==> src/rtl/hazard_ctrl.sv <==
// hazard_ctrl
// Pipeline hazard controller for the five-stage core.
//
// Produces operand forwarding selects, per-stage stall enables and flush
// strobes for the F/D, D/E, E/M and M/W pipeline registers. A two-state FSM
// (RUN/WAIT) freezes the whole pipeline while the data memory has not yet
// acknowledged a request, with a forced release after TIMEOUT_CYCLES wait
// cycles. Saturating stall/flush event counters and a sticky timeout flag
// support bring-up and performance analysis.
//
// Ports:
//   clk, rst_n                      clock, synchronous active-low reset
//   Rs1D, Rs2D                      Decode source registers
//   Rs1E, Rs2E, RdE, ResultSrcE     Execute sources, destination, result select
//   PCSrcE                          taken branch/jump resolved in Execute
//   RdM, RegWriteM                  Memory destination and write enable
//   MemReqM, MemReadyM              data memory request / acknowledge
//   RdW, RegWriteW                  Writeback destination and write enable
//   ForwardAE, ForwardBE            operand selects (00 RF, 01 WB, 10 MEM)
//   StallF/D/E/M                    hold PC and pipeline registers
//   FlushD/E/W                      clear F/D, D/E, M/W control fields
//   MemTimeout                      sticky memory-wait timeout flag
//   StallCount, FlushCount          saturating event counters
module hazard_ctrl #(
    parameter int TIMEOUT_CYCLES = 255,
    parameter int CNT_WIDTH      = 32
) (
    input  logic                 clk,
    input  logic                 rst_n,
    input  logic [4:0]           Rs1D,
    input  logic [4:0]           Rs2D,
    input  logic [4:0]           Rs1E,
    input  logic [4:0]           Rs2E,
    input  logic [4:0]           RdE,
    input  logic [1:0]           ResultSrcE,
    input  logic                 PCSrcE,
    input  logic [4:0]           RdM,
    input  logic                 RegWriteM,
    input  logic                 MemReqM,
    input  logic                 MemReadyM,
    input  logic [4:0]           RdW,
    input  logic                 RegWriteW,
    output logic [1:0]           ForwardAE,
    output logic [1:0]           ForwardBE,
    output logic                 StallF,
    output logic                 StallD,
    output logic                 StallE,
    output logic                 StallM,
    output logic                 FlushD,
    output logic                 FlushE,
    output logic                 FlushW,
    output logic                 MemTimeout,
    output logic [CNT_WIDTH-1:0] StallCount,
    output logic [CNT_WIDTH-1:0] FlushCount
);

    localparam int WCW = $clog2(TIMEOUT_CYCLES + 1);
    localparam logic [WCW-1:0] TMO = WCW'(TIMEOUT_CYCLES);

    typedef enum logic {
        RUN  = 1'b0,
        WAIT = 1'b1
    } state_t;

    state_t         state;
    state_t         next_state;
    logic [WCW-1:0] wait_cnt;
    logic [WCW-1:0] wait_cnt_nxt;
    logic           mem_stall;
    logic           lw_stall;
    logic           timeout_hit;

    // State register, wait counter, sticky timeout flag and event counters.
    // Counters observe the gated stall/flush outputs, so they count exactly
    // the cycles the pipeline saw a stall or a Decode flush.
    always_ff @(posedge clk) begin
        if (!rst_n) begin
            state      <= RUN;
            wait_cnt   <= '0;
            MemTimeout <= 1'b0;
            StallCount <= '0;
            FlushCount <= '0;
        end else begin
            state      <= next_state;
            wait_cnt   <= wait_cnt_nxt;
            MemTimeout <= MemTimeout | timeout_hit;
            if (StallF && (StallCount != '1)) begin
                StallCount <= StallCount + 1'b1;
            end
            if (FlushD && (FlushCount != '1)) begin
                FlushCount <= FlushCount + 1'b1;
            end
        end
    end

    // Memory-wait FSM. The first unacknowledged cycle is stalled from RUN,
    // so entering WAIT with wait_cnt = 1 makes an N-wait access stall for
    // exactly N cycles. On timeout the stall drops in the same cycle.
    always_comb begin
        next_state   = state;
        wait_cnt_nxt = wait_cnt;
        mem_stall    = 1'b0;
        timeout_hit  = 1'b0;
        case (state)
            RUN: begin
                if (MemReqM && !MemReadyM) begin
                    mem_stall    = 1'b1;
                    next_state   = WAIT;
                    wait_cnt_nxt = WCW'(1);
                end
            end
            WAIT: begin
                if (MemReadyM) begin
                    next_state   = RUN;
                    wait_cnt_nxt = '0;
                end else if (wait_cnt == TMO) begin
                    next_state   = RUN;
                    wait_cnt_nxt = '0;
                    timeout_hit  = 1'b1;
                end else begin
                    mem_stall    = 1'b1;
                    wait_cnt_nxt = wait_cnt + 1'b1;
                end
            end
            default: begin
                next_state   = RUN;
                wait_cnt_nxt = '0;
            end
        endcase
    end

    assign lw_stall = (ResultSrcE == 2'b01) && (RdE != 5'd0) &&
                      ((RdE == Rs1D) || (RdE == Rs2D));

    // Forwarding and stall/flush outputs. Reset forces a bubble everywhere;
    // a memory stall freezes all stages and hides load-use and redirects,
    // which re-appear on the release cycle because Execute was held.
    always_comb begin
        ForwardAE = 2'b00;
        ForwardBE = 2'b00;
        StallF    = 1'b0;
        StallD    = 1'b0;
        StallE    = 1'b0;
        StallM    = 1'b0;
        FlushD    = 1'b0;
        FlushE    = 1'b0;
        FlushW    = 1'b0;
        if (!rst_n) begin
            FlushD = 1'b1;
            FlushE = 1'b1;
            FlushW = 1'b1;
        end else begin
            if (RegWriteM && (RdM != 5'd0) && (RdM == Rs1E)) begin
                ForwardAE = 2'b10;
            end else if (RegWriteW && (RdW != 5'd0) && (RdW == Rs1E)) begin
                ForwardAE = 2'b01;
            end
            if (RegWriteM && (RdM != 5'd0) && (RdM == Rs2E)) begin
                ForwardBE = 2'b10;
            end else if (RegWriteW && (RdW != 5'd0) && (RdW == Rs2E)) begin
                ForwardBE = 2'b01;
            end
            if (mem_stall) begin
                StallF = 1'b1;
                StallD = 1'b1;
                StallE = 1'b1;
                StallM = 1'b1;
                FlushW = 1'b1;
            end else begin
                StallF = lw_stall;
                StallD = lw_stall;
                FlushE = lw_stall | PCSrcE;
                FlushD = PCSrcE;
            end
        end
    end

endmodule

==> config.mk <==
export PLATFORM = sky130hd
export DESIGN_NAME = hazard_ctrl
export DESIGN_NICKNAME = d
export VERILOG_FILES = /design/src/rtl/hazard_ctrl.sv
export SDC_FILE = /design/constraint.sdc
export NUM_CORES = 1
export LEC_CHECK = 0
export BUFFER_PORTS_ARGS = -buffer_cell sky130_fd_sc_hd__buf_2
export CAP_MARGIN = 10
export CORE_ASPECT_RATIO = 1.75
export CORE_MARGIN = 5
export CORE_UTILIZATION = 23
export CTS_CLUSTER_DIAMETER = 40
export DETAILED_ROUTE_END_ITERATION = 8
export PLACE_DENSITY = 0.48
export SLEW_MARGIN = 10
export SYNTH_ARGS = -nofsm -noshare
export SYNTH_HDL_FRONTEND = slang
export SYNTH_SLANG_ARGS = --single-unit
==> constraint.sdc <==
create_clock -name clk -period 2.53 [get_ports clk]
set_clock_uncertainty 0.15 [all_clocks]
set_input_delay 0.253 -clock clk [delete_from_list [all_inputs] [get_ports clk]]
set_output_delay 0.253 -clock clk [all_outputs]
set_load 0.01 [all_outputs]
==> run metrics, run 1 <==
Sw Ratio=~25%; PD cells=481 nW/um^2; Post-Syn Area=~4300 um^2; Yosys top cell area share=34.7%; drt first-iter violations=~200; met3 usage=under 10%; Seq pwr share=approximately 43%; Worst-Margin Slew=0.529 ns; Residual DRC=0; Post-Synthesis Cells=525; Ys Warns=0; Max VDD drop=between 0.0002 and 0.00025 V; Mapped Avg Cell Area=roughly 8.1 um^2; status=finished clean; GPL Wtd Cong=between 0.8 and 0.9; HP Class=input port to register; M2 GR Usage=between 20% and 30%; die area=about 21,000 um^2; headroom to the max-slew limit=64.4%; Area contributors post-synth=dfxtp_1, xor2_1, a21oi_1; worst hold start=MemReadyM; Global Route met1 Usage=a little over an eighth; Post-synth ARST share=0%; Power, Total=around 0.0028 W; drt pass-1 iters=4; I/O Buffers=~120; period utilization=between 90% and 100%; # hold bufs at CTS=0; Die Height=approximately 190 um; Req. time, crit path=2.13 ns; area leader, netlist=dfxtp_1; Static Leak=~2.3 nW; switching power=roughly 0.00070 W; CP Cell Sequence=ha_1, and3_4, buf_4, a21oi_4, o21ai_4, buf_6, a31o_2, buf_2; Clock Root Buffer=clkbuf_16; Max Freq=slightly above 400 MHz; Row Count=66; Final #Nets=722; Post-synth top flop=dfxtp_1; reg2reg start=wait_cnt[0]$_SDFFE_PN0P_; max incr delay on CP=0.33 ns; grt peak-use layer=met2; global-route wire length before repair=22.4 mm; Internal=just over 0.002 W; Clk pwr share=between 40 and 50%; ANT nets after route=0; Comb pwr share=a little under a tenth; final non-filler cell total=between 900 and 1,000; WL final=14.2 mm; largest net degree at the start of global routing=28; Slowest cell on crit path=dfxtp_1; CTS tree=built; final core utilization=a little under a third; most common cell after layout, fill and taps aside=buf_2; vias per cell=slightly below 5; Worst R2R Path Depth=11; Routed wire per std cell=15.5 um; distinct cell type count after synthesis=56; syn_nets=between 500 and 600; post-route minimum period=2.45 ns; fin. max-slew vios=0; GR Overflow Total=0; Worst Hold Path Cells=4; hold endpoint=wait_cnt[0]$_SDFFE_PN0P_; Fin. Hold Viols=0; CP Class=register to output pin; P&R area growth vs syn=34.1%; Num CTS Buffers=9; Clock Sinks=74; Top-Level Pins=120; Placed Instance Area=5340 um^2; R2R setup slack=0.17 ns; antenna diode count=0; filler instances=around 2,000; placed cell count=between 800 and 900; CTS H-tree depth=3; Initial Utilization=about 23%; CP max FO=8; commonest non-fill, non-tap cells in the layout=buf_2, dfxtp_1, nor2_1; CTS clk-pin slew, worst paths=around 0.06 ns; RR Endpoint=FlushCount[9]$_SDFFE_PN0P_; share of layout cells above drive strength 1=slightly below 30%; clock latency on the worst-skew pair=0.34 ns; via count=approximately 4,500; Design Area, Final=5720 um^2; Worst EP arrival=approximately 2.1 ns; Fin Setup TNS=0 ns; Max Cap Viol=0; Die X=roughly 110 um; #FFs+latches synth=74; Seq/Total Area, Yosys=a little over a third; vias in the first global route=4,350; Core Area=18,400 um^2; kind of start point of the critical path=register; initial antenna violation count=0; placed wire-length estimate=~11 mm; count of final setup violators=0; Worst setup EP type=output pin; total track usage=13.1%; RSZ-0062 raised after global routing=no; Clock Path Buffers=2; EDFF count, synth=0
==> cell families after synthesis <==
logic type / after synthesis / synth area share, %
flip-flops: 74 / 34.7
AO/OA/AOI/OAI: 117 / 17.1
multiplexers: 5 / 1.20
buffers and inverters: 34 / 3.67
adder cells (fa/ha/maj): 3 / 0.880
AND/OR/NAND/NOR: 245 / 32.8
XOR/XNOR: 47 / 9.65
==> metrics by stage <==
| step | worst slack [ns] | hold slack (ns) |
|---|---|---|
| 4_1_cts | 0.0165 | 0.113 |
| 5_1_grt | 0.00181 | 0.157 |
| 3_3_place_gp | 0.132 | 0.309 |
| 3_5_place_dp | 0.122 | 0.311 |
| 2_1_floorplan | 0.0767 | 0.273 |
| 6_report | 0.0815 | 0.148 |
==> metal layers <==
| metal | vias up | routed length (um) |
|---|---|---|
| li1 | 2249 | - |
| met1 | 2106 | 5180 |
| met2 | 94 | 8280 |
| met3 | 20 | 495 |
| met4 | 0 | 292 |
| met5 | - | 0 |
==> area by class of cell <==
| class | instances | area (um^2) | share of cell area, % |
|---|---|---|---|
| clock inverters | 7 | 76.3 | 1.33 |
| well taps | 238 | 298 | 5.21 |
| repair buffers | 162 | 922 | 16.1 |
| multi-input cells | 417 | 2680 | 46.8 |
| inverters | 11 | 41.3 | 0.722 |
| clock buffers | 9 | 225 | 3.94 |
| flip-flops and latches | 74 | 1480 | 25.9 |
==> sequential cells by signal (all words and copies together), names as in the netlist <==
signal and count:
FlushCount 32, MemTimeout 1, StallCount 32, state 1
wait_cnt 8
==> critical path, delay by kind of cell, from the launching register on <==
family                   cells  cell delay, ns
flip-flops                   1            0.33
AO/OA/AOI/OAI                3            0.50
buffers and inverters        3            0.46
adder cells (fa/ha/maj)      1            0.22
AND/OR/NAND/NOR              1            0.20
==> power groups by stage <==
stage,clock [W],combinational [W],sequential [W]
floorplan,0,0.000134,0.00121
global placement,0,0.000252,0.00121
detailed placement,0,0.000251,0.00121
CTS,0.00135,0.000254,0.00118
global route,0.00141,0.000285,0.00119
finish,0.00131,0.000258,0.00118
==> worst max-delay path by stage <==
stage | slack, ns | cells past startpoint | startpoint | endpoint
3_5_place_dp | 0.12 | 7 | wait_cnt[0]$_SDFFE_PN0P_ | StallCount[25]$_SDFFE_PN0P_
6_report | 0.08 | 8 | wait_cnt[0]$_SDFFE_PN0P_ | FlushE
3_3_place_gp | 0.13 | 7 | wait_cnt[0]$_SDFFE_PN0P_ | StallCount[25]$_SDFFE_PN0P_
4_1_cts | 0.02 | 8 | wait_cnt[0]$_SDFFE_PN0P_ | FlushE
5_1_grt | 0.002 | 8 | wait_cnt[0]$_SDFFE_PN0P_ | FlushE
2_1_floorplan | 0.08 | 9 | wait_cnt[0]$_SDFFE_PN0P_ | StallF
==> cells in the mapped netlist (5+ instances only) <==
cell type and instances:
nand2_1 37, nor4_1 10, a21oi_1 41, xnor2_1 19, xor2_1 28, o31ai_1 17, and3_1 12, o21ai_0 27
dfxtp_1 74, clkbuf_1 12, or4_1 19, and4_1 6, and2_1 7, buf_2 7, nand3_1 34, nor2b_1 5
inv_1 10, nand2b_1 9, nand4_1 25, or3_1 19, nor2_1 44, o211ai_1 5
==> what timing repair did <==
action                     4_1_cts  5_1_grt
pin swaps                        0        1
buffers inserted                 0        5
setup endpoints to repair        1       11
hold endpoints to repair         0        0
resized for setup                2        7
Note: power is estimated with default switching activity, not from simulation.
==> inputs of run 2 (changes only) <==
CORE_UTILIZATION = 53   (was 23)
PLACE_DENSITY = 0.87   (was 0.48)
==> run 2 against run 1 <==
Compared with the run above:
- worst setup slack improved by 0.026 ns
- first-iteration DRC count is 120% higher
- total power is 6.2% lower
- critical endpoint is now StallCount[29]$_SDFFE_PN0P_
- fmax up 1.1%
==> run metrics, run 2 (synthesis gave the netlist of run 1 again) <==
Buf/Inv on CP=0; initial antenna violation count=0; CTS H-tree depth=3; Sw Ratio=between 20% and 30%; GPL Wtd Cong=slightly below 0.9; Max Freq=413 MHz; antenna diode count=0; placed wire-length estimate=just over 9 mm; Fin. Hold Viols=0; Die Height=roughly 130 um; Comb pwr share=about a tenth; P&R area growth vs syn=25.5%; ANT nets after route=0; Stages on worst setup path=5; share of layout cells above drive strength 1=a little over a quarter; Top-Level Pins=120; Worst Hold Path Cells=3; Seq pwr share=46.0%; CTS clk-pin slew, worst paths=0.06 ns; Top delay family on crit path=simple AND/OR/NAND/NOR gates; Clock Root Buffer=clkbuf_16; placed cell count=between 700 and 800; HP Class=input port to register; largest net degree at the start of global routing=35; CP Cell Sequence=nand4_1, or2_2, or4_4, or4_1, a21oi_1; Worst setup EP type=register; post-route minimum period=between 2 and 2.5 ns; vias in the first global route=roughly 4,500; grt peak-use layer=met2; Slowest cell on crit path=or4_1; RSZ-0062 raised after global routing=no; # hold bufs at CTS=0; Die X=77.8 um; Residual DRC=0; Clk pwr share=between 40% and 50%; vias per cell=roughly 6; met3 usage=about 6.0%; Internal=approximately 0.0019 W; Routed wire per std cell=16.8 um; CP max FO=7; Global Route met1 Usage=around a quarter; drt pass-1 iters=5; count of final setup violators=0; period utilization=between 90% and 100%; Regs by FF count=FlushCount (32), StallCount (32), wait_cnt (8); Worst R2R Path Depth=5; Req. time, crit path=2.65 ns; Worst-Margin Slew=around 0.63 ns; most common cell after layout, fill and taps aside=buf_2; GR Overflow Total=0; Row Count=43; Max Cap Viol=0; Static Leak=about 2.2 nW; Clock Path Buffers=2; CTS tree=built; clock latency on the worst-skew pair=approximately 0.34 ns; Clock Sinks=74; I/O Buffers=~120; kind of start point of the critical path=register; final non-filler cell total=753; WL final=approximately 13 mm; drt first-iter violations=around 430; max incr delay on CP=roughly 0.48 ns; Initial Utilization=53.9%; Core Area=around 8000 um^2; fin. max-slew vios=0; die area=roughly 10,000 um^2; PD cells=approximately 480 nW/um^2; via count=around 4,600; global-route wire length before repair=~20 mm; total track usage=between 20% and 30%; switching power=0.000643 W; status=finished clean; Fin Setup TNS=0 ns; Worst EP arrival=between 2 and 3 ns; Max VDD drop=a little over 0.0004 V; Num CTS Buffers=9; headroom to the max-slew limit=a little under three fifths; commonest non-fill, non-tap cells in the layout=buf_2, dfxtp_1, nor2_1; Final #Nets=between 700 and 800; M2 GR Usage=46.4%; CP Class=register to register; filler instances=around 640
[run 2: power groups by stage]
| stage | Combinational (W) | Sequential (W) | Clock (W) |
|---|---|---|---|
| 6_report | 0.000245 | 0.00119 | 0.00115 |
| 5_1_grt | 0.000268 | 0.00119 | 0.00121 |
| 4_1_cts | 0.000240 | 0.00119 | 0.00116 |
| 3_5_place_dp | 0.000233 | 0.00121 | 0 |
| 3_3_place_gp | 0.000225 | 0.00121 | 0 |
| 2_1_floorplan | 0.000134 | 0.00121 | 0 |
[run 2: final timing paths]
kind | startpoint | end | slack [ns]
worst max-delay path | StallCount[3]$_SDFFE_PN0P_ | StallCount[29]$_SDFFE_PN0P_ | 0.11
worst min-delay path | rst_n | FlushCount[19]$_SDFFE_PN0P_ | 0.17
worst max register to register | StallCount[3]$_SDFFE_PN0P_ | StallCount[29]$_SDFFE_PN0P_ | 0.11
worst min register to register | wait_cnt[7]$_SDFFE_PN0P_ | wait_cnt[7]$_SDFFE_PN0P_ | 0.31
[run 2: per-stage QoR]
| step | power [W] | utilization (%) | hold WS, ns | cell area, um^2 | setup WS [ns] |
|---|---|---|---|---|---|
| 2_1_floorplan | 0.00135 | - | 0.273 | 4270 | 0.0767 |
| 3_3_place_gp | 0.00144 | 63.3 | 0.288 | 5010 | 0.167 |
| 3_5_place_dp | 0.00145 | 63.3 | 0.300 | 5010 | 0.0429 |
| 4_1_cts | 0.00258 | 67.0 | 0.160 | 5300 | 0.00130 |
| 5_1_grt | 0.00266 | 67.7 | 0.169 | 5350 | 0.00240 |
| 6_report | 0.00258 | 67.7 | 0.169 | 5350 | 0.108 |
[run 2: worst min-delay path, cell delays in order]
cell     delay [ns]
buf_2          0.18
nand2_1        0.09
mux2i_1        0.07
[run 2: repair_timing]
item	in CTS	in global routing
setup endpoints to repair	2	18
hold endpoints to repair	0	0
pin swaps	1	3
buffers inserted	1	5
cloned	0	0
gates resized for setup	2	5
[run 2: area by class of cell]
type | instances | area (um^2) | area share, %
inverters | 11 | 41.3 | 0.772
clock buffers | 11 | 233 | 4.35
clock inverters | 5 | 31.3 | 0.585
well taps | 90 | 113 | 2.10
repair buffers | 145 | 795 | 14.8
multi-input cells | 417 | 2660 | 49.7
flip-flops and latches | 74 | 1480 | 27.7
[run 2: per-layer routing]
metal  wire length, um  part of all wire [%]
met3               786                   6.2
met1              4540                    36
met4               478                   3.8
met2              6860                    54
met5                 0                     0
